$ cat config.mk
export PLATFORM = sky130hd
export DESIGN_NAME = prod_accumulator
export DESIGN_NICKNAME = d
export VERILOG_FILES = /design/src/rtl/prod_accumulator_pkg.sv /design/src/rtl/prod_accumulator_sat.sv /design/src/rtl/prod_accumulator.sv
export SDC_FILE = /design/constraint.sdc
export NUM_CORES = 1
export LEC_CHECK = 0
export ABC_AREA = 1
export BUFFER_PORTS_ARGS = -buffer_cell sky130_fd_sc_hd__buf_2
export CAP_MARGIN = 40
export CORE_MARGIN = 2
export CORE_UTILIZATION = 25
export DETAILED_ROUTE_END_ITERATION = 8
export SYNTH_ARGS = -nofsm -noshare
export SYNTH_HDL_FRONTEND = slang
export SYNTH_SLANG_ARGS = --single-unit
$ cat constraint.sdc
create_clock -name clk -period 4.1 [get_ports clk]
set_input_delay 1.23 -clock clk [delete_from_list [all_inputs] [get_ports clk]]
set_output_delay 1.23 -clock clk [all_outputs]
set_load 0.02 [all_outputs]
$ cat src/rtl/prod_accumulator_pkg.sv
// Shared types and constants for the product accumulator: FSM state encoding,
// product width and default parameter values.
package prod_accumulator_pkg;

  localparam int PROD_W    = 16;
  localparam int ACC_W_DEF = 18;
  localparam int LEN_W_DEF = 4;

  typedef enum logic [1:0] {
    IDLE = 2'd0,
    ACC  = 2'd1,
    HOLD = 2'd2
  } state_e;

endpackage

$ cat src/rtl/prod_accumulator_sat.sv
// Combinational two's-complement saturating adder: clamps to the most positive
// or most negative W-bit value and flags when clamping happened.
module sat_add #(
  parameter int W = 18
) (
  input  logic [W-1:0] a_i,
  input  logic [W-1:0] b_i,
  output logic [W-1:0] sum_o,
  output logic         sat_o
);

  localparam logic [W-1:0] MAX_POS = {1'b0, {(W-1){1'b1}}};
  localparam logic [W-1:0] MAX_NEG = {1'b1, {(W-1){1'b0}}};

  logic [W:0] full;

  // One guard bit: overflow iff the guard bit and the result sign disagree.
  assign full  = {a_i[W-1], a_i} + {b_i[W-1], b_i};
  assign sat_o = full[W] ^ full[W-1];

  always_comb begin
    sum_o = full[W-1:0];
    if (sat_o) begin
      sum_o = full[W] ? MAX_NEG : MAX_POS;
    end
  end

endmodule

$ cat src/rtl/prod_accumulator.sv
// Frame accumulator: sums a programmed number of signed products with
// saturation, then holds the result until the consumer takes it.
module prod_accumulator
  import prod_accumulator_pkg::*;
#(
  parameter int ACC_W = ACC_W_DEF,
  parameter int LEN_W = LEN_W_DEF
) (
  input  logic              clk,
  input  logic              rst,
  input  logic              start,
  input  logic [LEN_W-1:0]  len,
  input  logic              clr,
  input  logic              in_valid,
  output logic              in_ready,
  input  logic [PROD_W-1:0] in_prod,
  output logic              out_valid,
  input  logic              out_ready,
  output logic [ACC_W-1:0]  out_sum,
  output logic              out_ovf,
  output logic              busy
);

  localparam logic [LEN_W:0] CNT_ONE  = (LEN_W + 1)'(1);
  localparam logic [LEN_W:0] CNT_FULL = {1'b1, {LEN_W{1'b0}}};

  state_e           state_q;
  logic [LEN_W:0]   count_q;
  logic [ACC_W-1:0] acc_q;
  logic             ovf_q;
  logic             out_valid_q;
  logic [ACC_W-1:0] out_sum_q;
  logic             out_ovf_q;

  logic [ACC_W-1:0] prod_ext;
  logic [ACC_W-1:0] sum_d;
  logic             sat_d;
  logic             ovf_d;

  assign prod_ext = {{(ACC_W - PROD_W){in_prod[PROD_W-1]}}, in_prod};
  assign ovf_d    = ovf_q | sat_d;

  sat_add #(
    .W (ACC_W)
  ) u_sat_add (
    .a_i   (acc_q),
    .b_i   (prod_ext),
    .sum_o (sum_d),
    .sat_o (sat_d)
  );

  always_ff @(posedge clk or posedge rst) begin
    if (rst) begin
      state_q     <= IDLE;
      count_q     <= '0;
      acc_q       <= '0;
      ovf_q       <= 1'b0;
      out_valid_q <= 1'b0;
      out_sum_q   <= '0;
      out_ovf_q   <= 1'b0;
    end else if (clr) begin
      state_q     <= IDLE;
      out_valid_q <= 1'b0;
    end else begin
      case (state_q)
        IDLE: begin
          if (start) begin
            count_q <= (len == '0) ? CNT_FULL : {1'b0, len};
            acc_q   <= '0;
            ovf_q   <= 1'b0;
            state_q <= ACC;
          end
        end
        ACC: begin
          if (in_valid) begin
            acc_q   <= sum_d;
            ovf_q   <= ovf_d;
            count_q <= count_q - CNT_ONE;
            // Last product: publish the post-add value directly so the
            // result is visible one cycle after the final accept.
            if (count_q == CNT_ONE) begin
              state_q     <= HOLD;
              out_valid_q <= 1'b1;
              out_sum_q   <= sum_d;
              out_ovf_q   <= ovf_d;
            end
          end
        end
        HOLD: begin
          if (out_ready) begin
            state_q     <= IDLE;
            out_valid_q <= 1'b0;
          end
        end
        default: begin
          state_q     <= IDLE;
          out_valid_q <= 1'b0;
        end
      endcase
    end
  end

  assign in_ready  = (state_q == ACC);
  assign busy      = (state_q != IDLE);
  assign out_valid = out_valid_q;
  assign out_sum   = out_sum_q;
  assign out_ovf   = out_ovf_q;

endmodule

# == Yosys cells after proc, flatten, opt, wreduce, memory -nomap -nowiden ==
# Cells that the tools add are included.
# totals
register_bits,46
inputBits,26
# classes
n_eq_ne,10
bitwise_logic,3
muxes,23
n_reduce_logical,8
n_addsub,2
# ops
op,n
$mux 18,4
$pmux 18 s2,1
$add 18x16->19,1
$reduce_and 4->1,4
$mux 5,3
$mux 2,5
$pmux 5 s2,1
$ne 3x3->1 const B,3
$mux 1,6
$ne 2x2->1 const B,3
$pmux 2 s3,1
$eq 5x1->1 const B,1
$sub 5x1->5 const B,1
$logic_not 4->1,1
$reduce_bool 2->1,2
$ne 3x2->1 const B,1
$pmux 1 s3,1
$eq 2x1->1 const B,1
$eq 2x2->1 const B,1
$logic_not 2->1,1
$pmux 1 s2,1
$not 1->1,1
$or 1x1->1,1
$xor 1x1->1,1

# == Depth between registers and ports, before layout ==
# Gate-level depths: netlist of run 1.
# depth
word_depth,5
depth_mapped,17

# == By module ==
# Synthesis of run 1 repeated with hierarchy kept, for this count alone.
# unflattened
hier_cells,466
area_unflattened_um2,3392.0
# modules_own_cells
mod,cells_each,area_each_um2,seq_area_each_um2,instances
prod_accumulator,250,2105.8,1151.1,1
sat_add,216,1286.2,0.0,1

# == Worst setup path after synthesis of run 1 ==
# No wires, ideal clock.
# synth_path
path_kind,input -> register
from,input in_prod[0]
to,"register out_sum_q[10], in the netlist out_sum[10]"
stages,13
t_required_ns,3.984
t_arrival_ns,2.781
slack_ns,1.202
path_buffers,1
setup_ns,0.116
path_cell_list,ha_1 fa_1 nand3_1 nand3_2 nand2_2 nand2_2 nand2_1 nand2_2 nand2_4 buf_6 nand2_2 nand2_1 nand2_1
# synth_between
elab_chain_len,3
word_cells_on_any_way,4
# synth_lines
element,line_no,text
"start, declared",prod_accumulator.sv:16,"input logic [PROD_W-1:0] in_prod,"
$add 18x16->19 (*),prod_accumulator_sat.sv:18,"assign full = {a_i[W-1], a_i} + {b_i[W-1], b_i};"
$mux 18 / $xor 1x1->1 (equally long branches),"prod_accumulator_sat.sv:24, prod_accumulator_sat.sv:19",
$mux 18 (*),prod_accumulator_sat.sv:23,if (sat_o) begin
"end signal, assigned",prod_accumulator.sv:84,out_sum_q <= sum_d;
"end, declared",prod_accumulator.sv:32,logic [ACC_W-1:0] out_sum_q;
# Every way passes the cells marked *; elsewhere a longest branch is shown, timed or not.
# A chain may end at the register's enable or synchronous reset.

# == Final worst setup path of run 1 ==
# layout_path
from,input in_prod[0]
to,"register out_ovf_q, in the netlist out_ovf"
# layout_between
elab_chain_len,3
# layout_lines
element,line_no,text
$add 18x16->19,prod_accumulator_sat.sv:18,
$xor 1x1->1,prod_accumulator_sat.sv:19,assign sat_o = full[W] ^ full[W-1];
$or 1x1->1,prod_accumulator.sv:41,assign ovf_d = ovf_q | sat_d;
"end signal, assigned",prod_accumulator.sv:85,out_ovf_q <= ovf_d;
"end, declared",prod_accumulator.sv:33,logic out_ovf_q;
# Every way passes these cells.

==> results.yml, run 1 <==
status:
  status: "finished, final reports clean"
sta:
  tightest_slew_ps: 838.3
  fin_crit_sh: 0.7299
  setup_tns_ps: 0
  clock.fmax_mhz: 334.2
  slew_violations: 0
  setup_violations: 0
  layout_setup_ws_ps: 1108
  period_minus_slack_ps: 2992
  relSlewSlack: 0.4405
  fin_skew_ps: 6.682
  hold_violations: 0
  rsz0062_at_grt: "false"
route:
  drcViolationCount: 0
  postRouteAntennaNets: 0
  drt-initial-drc-count: 150
  wl_um: 8188
  dr.pass1.iters: 4
  wl_per_cell_um: 12.46
  viasPerCell: 4.396
  vias: 2888
clock_tree:
  cts_resized: 0
  postCtsSetupBuffers: 0
  numCtsBuffers: 5
  path_clk_slew_ps: 70
  ctsHoldBuffers: 0
  clkSinkCount: 46
  cts_tree: "built"
  cts_root_buf: "clkbuf_16"
  clock_latency_ps: 290
  clock_path_buffers: 2
  cts_max_level: 2
cells_and_area:
  n_antenna_cell: 0
  final_common_cell: "nand2_1"
  utilization: 0.3027
  area_delta_synth_final_pct: 17.43
  fillCellCount: 1412
  drive_above_1_share: 0.2247
  final_nets: 531
  final_cell_mix: "nand2_1, buf_2, dfrtp_1"
  final_cell_area_um2: 3835
floorplan:
  dieArea_um2: 13990
  die_h_um: 118.3
  die_x_um: 118.3
  rows: 41
  initial_core_util: 0.2577
  io_pins: 48
  core_region_area_um2: 12670
power_and_ir_drop:
  ir_drop_mv: 0.3274
  p_leak_uw: 0.002146
  power_uw: 2783
  cellPowerDensity_nw_per_um2: 725.7
critical_path:
  cp.buffers_inverters: 1
  crit_path_start: "in_prod[0]"
  crit_path_cell_trace: "buf_2 > ha_1 > fa_1 > nand3_1 > nand3_2 > nand2_2 > nand2_2 > nand2_2 > nand2_2 > nand2_4 > nand2_1 > o21ai_0 > nand2_1"
  cp_slowest_stage_delay_ps: 430
  r2r-start: "acc_q[12]$_DFFE_PP0P_"
  cp_slowest_cell: "fa_1"
  critPathTopFamily: "simple AND/OR/NAND/NOR gates"
  start_kind: "primary input"
  cp_data_required_time_ps: 4280
  crit_type: "primary input to flop"
  end_kind: "flop"
  cp.arrival_ps: 3170
  cp_max_fo: 16
  timing.critical_path.mode_cell: "nand2_2"
synthesis:
  synth_nets: 483
  synth_seq_cells: 46
  syn_area_per_cell_um2: 7.490
  yosysWarnings: 0
  ys_types: 38
  synthMuxAreaShare: 0
  synth-compound-area-share: 0.08736
  synth_xor_area_frac: 0.03487
  synth.cell_area_um2: 3266
  synth_top_family_by_area: "simple AND/OR/NAND/NOR gates"
  seq_area_frac_synth: 0.3525
  synth-adder-area-share: 0.08276
  yosys.area_share.simple: 0.3805
  synthCells: 436
place:
  dp_hpwl_um: 6524
  place_ws_ps: 786.5
  place_congestion: 0.8643
  dpl_cell_area_um2: 3665
  port_buffers: 47
global_routing:
  grtUsageTotal: 0.1251
  grt_pass1_vias: 2939
  grt.overflow.total: 0
  grt_start_max_net_pins: 34
  antenna_found_initial: 1
  grt_pass1_wl_um: 14320
min_path:
  min-delay-start: "out_sum[12]$_DFFE_PP0P_"
  hold_class: "flop to flop"
flow_run:
  cap_violations: 0
metrics by stage:
step | hold slack [ps] | cells
after CTS | 478.1 | 657
after global placement | 459.2 | 648
final | 476.5 | 657
after global routing | 505.3 | 657
after floorplan | 452.8 | 436
after detailed placement | 460.0 | 649
worst min-delay path, stage by stage, from the launching register on:
cell	delay, ps
dfrtp_1	340
nand2_1	50
nand2_1	60
cell type report:
cell class	instances	area (µm²)	share of cell area
flip-flops and latches	46	1151	0.3002
clock inverters	3	45.04	0.01175
inverters	33	123.9	0.03230
repair buffers	49	262.8	0.06852
multi-input cells	349	1912	0.4985
well taps	172	215.2	0.05612
clock buffers	5	125.1	0.03263
worst paths after layout:
check | end | slack (ps) | depth (start not counted)
max in group asynchronous | acc_q[15]$_DFFE_PP0P_ | 2730 | 3
worst min register to register | out_sum[12]$_DFFE_PP0P_ | 480 | 2
worst max-delay path | out_ovf$_DFFE_PP0P_ | 1110 | 13
worst min-delay path | out_sum[12]$_DFFE_PP0P_ | 480 | 2
min in group asynchronous | out_sum[5]$_DFFE_PP0P_ | 890 | 2
worst max register to register | out_ovf$_DFFE_PP0P_ | 1770 | 11
power breakdown:
| group | internal [µW] | switching, µW |
|---|---|---|
| logic | 555 | 1070 |
| clock network | 288 | 187 |
| registers | 591 | 95.0 |
routing by layer:
layer  wire, µm  global-route usage  vias to the layer above  part of all wire
li1           -                   -                     1484                 -
met3        364             0.03234                        8             0.044
met2       3959              0.2135                       56              0.48
met1       3770              0.1599                     1340              0.46
met4         93             0.02334                        0             0.011
met5          0                   0                        -                 0
logic make-up after synthesis:
kind of cell,Yosys count
compound gates,49
xor+xnor,13
fa+ha+maj,21
buf+inv,41
flops,46
simple gates,266
registers in the layout, indices dropped and copies added, names as in the netlist:
| signal | cells |
|---|---|
| acc_q | 18 |
| out_sum | 18 |
| count_q | 5 |
| state_q | 2 |
| out_ovf | 1 |
| out_valid | 1 |
| ovf_q | 1 |
cells in the mapped netlist (all sizes together):
cell type  instances  area [µm²]
nand2            210       940.9
dfrtp             46        1151
inv               32       120.1
a21oi             24       131.4
nor2              24       107.6
nand3             23       135.1
ha                20       250.2
o21ai             13       65.06
buf                7       75.07
xor2               7       61.31
xnor2              6       52.55
nor3               3       15.01
o21bai             3       22.52
and2               2       12.51
nand4              2       12.51
nor4               2       18.77
o22ai              2       12.51
a211oi             1       7.510
a221oi             1       8.760
a22o               1       8.760
a22oi              1       7.510
a31oi              1       6.260
clkbuf             1       3.750
clkinv             1       3.750
fa                 1       20.02
o211ai             1       7.510
o21a               1       7.510
No activity file was read; power rests on OpenSTA's default activity.
==> run 2, diff against run 1 <==
clock period = 2.5 ns   (was 4.1 ns; I/O delays follow)
==> run 2 against run 1 <==
First-iteration DRC count decreased by 2.0%. Die area unchanged. Routed wire length increased by 3.4%. Sequential cell count unchanged. Clock-buffer cell count increased by 2. Combinational power increased by 99%. Clock skew increased by 2.6 ps. Largest cell class unchanged. Critical endpoint is now out_sum[0]$_DFFE_PP0P_. Register-to-register slack got worse by 1400 ps.
==> results.yml, run 2 (synthesized netlist as in run 1, its figures left out) <==
clock_tree:
  path_clk_slew_ps: 60
  clock_path_buffers: 2
  clock_latency_ps: 290
  cts_root_buf: "clkbuf_16"
  clkSinkCount: 46
  cts_tree: "built"
  cts_max_level: 2
  numCtsBuffers: 5
critical_path:
  start_kind: "primary input"
  crit_path_cell_trace: "buf_2 > ha_1 > a21oi_1 > o21ai_1 > a21oi_1 > nand2_2 > nand2_1 > nand2_2 > nand2_4 > buf_12 > nand2_2 > nand2_1 > nand2_1"
  cp_slowest_cell: "ha_1"
  cp.arrival_ps: 2490
  end_kind: "flop"
  cp.buffers_inverters: 2
  crit_type: "primary input to flop"
  cp_max_fo: 9
  cp_slowest_stage_delay_ps: 330
  cp_data_required_time_ps: 2670
  critPathTopFamily: "simple AND/OR/NAND/NOR gates"
sta:
  slew_violations: 0
  tightest_slew_ps: 512.9
  whs_ps: 475.2
  clock.fmax_mhz: 430.9
  relSlewSlack: 0.6576
  setup_violations: 0
  period_minus_slack_ps: 2321
  fin_crit_sh: 0.9282
  hold_violations: 0
  fin_skew_ps: 9.325
  rsz0062_at_grt: "true"
route:
  drt-initial-drc-count: 147
  postRouteAntennaNets: 0
  drcViolationCount: 0
  vias: 3075
  dr.pass1.iters: 4
  wl_per_cell_um: 11.94
  wl_um: 8466
  viasPerCell: 4.337
floorplan:
  io_pins: 48
  die_x_um: 118.3
  die_h_um: 118.3
  dieArea_um2: 13990
  rows: 41
  initial_core_util: 0.2577
  core_region_area_um2: 12670
global_routing:
  grt.overflow.total: 0
  grt_start_max_net_pins: 25
  grtUsageTotal: 0.1272
  use_met3: 0.03282
  antenna_found_initial: 0
  grt-busiest-layer: "met2"
  grt_pass1_wl_um: 14610
  grt_pass1_vias: 3158
  grt_use_met2: 0.2236
  grt_util_met1: 0.1557
cells_and_area:
  drive_above_1_share: 0.3017
  final_cell_mix: "nand2_1, buf_4, buf_2"
  n_antenna_cell: 0
  area_delta_synth_final_pct: 29.23
  final_common_cell: "nand2_1"
  final_nets: 583
place:
  place_congestion: 0.8662
  port_buffers: 47
  dp_hpwl_um: 6934
flow_run:
  cap_violations: 0
status:
  status: "finished, final reports clean"
power_and_ir_drop:
  p_leak_uw: 0.002399
  power_uw: 5043
  cellPowerDensity_nw_per_um2: 1195
  ir_drop_mv: 0.4517
min_path:
  hold_class: "flop to flop"
==> run 2: area by class of cell <==
| cell class | count | area (µm²) |
|---|---|---|
| inverter | 33 | 123.9 |
| fill | 1366 | 8451 |
| multi-input combinational | 349 | 1917 |
| clock inverter | 1 | 5.005 |
| timing repair buffer | 101 | 665.6 |
| sequential | 46 | 1151 |
| tap | 172 | 215.2 |
| clock buffer | 7 | 142.6 |
==> run 2: power by group <==
part	switching, µW	leakage, µW	internal, µW	total, µW
clock	280	0.0000739	397	676
sequential	166	0.000617	969	1130
combinational	1860	0.00171	1370	3230
==> run 2: per-layer routing <==
layer  up-vias  routed length (µm)
li1       1597                   -
met4         0                 121
met5         -                   0
met3        13                 428
met1      1403                3725
met2        62                4192
==> run 2: stage by stage <==
step | setup WS, ps | cell area (µm²) | std cells | utilization | TNS (ps)
floorplan | 82.41 | 3266 | 436 | - | 0
global placement | -115.9 | 4068 | 701 | 0.3210 | -2251
detailed placement | -163.3 | 4068 | 701 | 0.3210 | -3197
CTS | 142.8 | 4215 | 709 | 0.3327 | 0
global route | -12.52 | 4220 | 709 | 0.3331 | -16.40
finish | 179.4 | 4220 | 709 | 0.3331 | 0
==> run 2: worst paths after layout <==
check                                         from                       to  slack, ps  cells after the start
hold reg to reg            out_sum[10]$_DFFE_PP0P_  out_sum[10]$_DFFE_PP0P_        480                      2
setup / recovery                       in_prod[12]   out_sum[0]$_DFFE_PP0P_        180                     13
max in group asynchronous                      rst    acc_q[11]$_DFFE_PP0P_       1440                      3
setup reg to reg             acc_q[12]$_DFFE_PP0P_   out_sum[0]$_DFFE_PP0P_        330                     12
min in group asynchronous                      rst   out_sum[1]$_DFFE_PP0P_        490                      2
hold / removal             out_sum[10]$_DFFE_PP0P_  out_sum[10]$_DFFE_PP0P_        480                      2
==> run 2: worst register-to-register path, delay by kind of cell, from the launching register on <==
family / cells / cell delay (ps)
simple gates: 7 / 600
compound gates: 3 / 560
flops: 1 / 400
fa+ha+maj: 1 / 330
buf+inv: 1 / 140
==> run 2: repair_timing <==
item	CTS	global route
gates resized for setup	0	3
endpoints found under the setup margin	0	6
hold buffers	0	0
buffers inserted	0	0
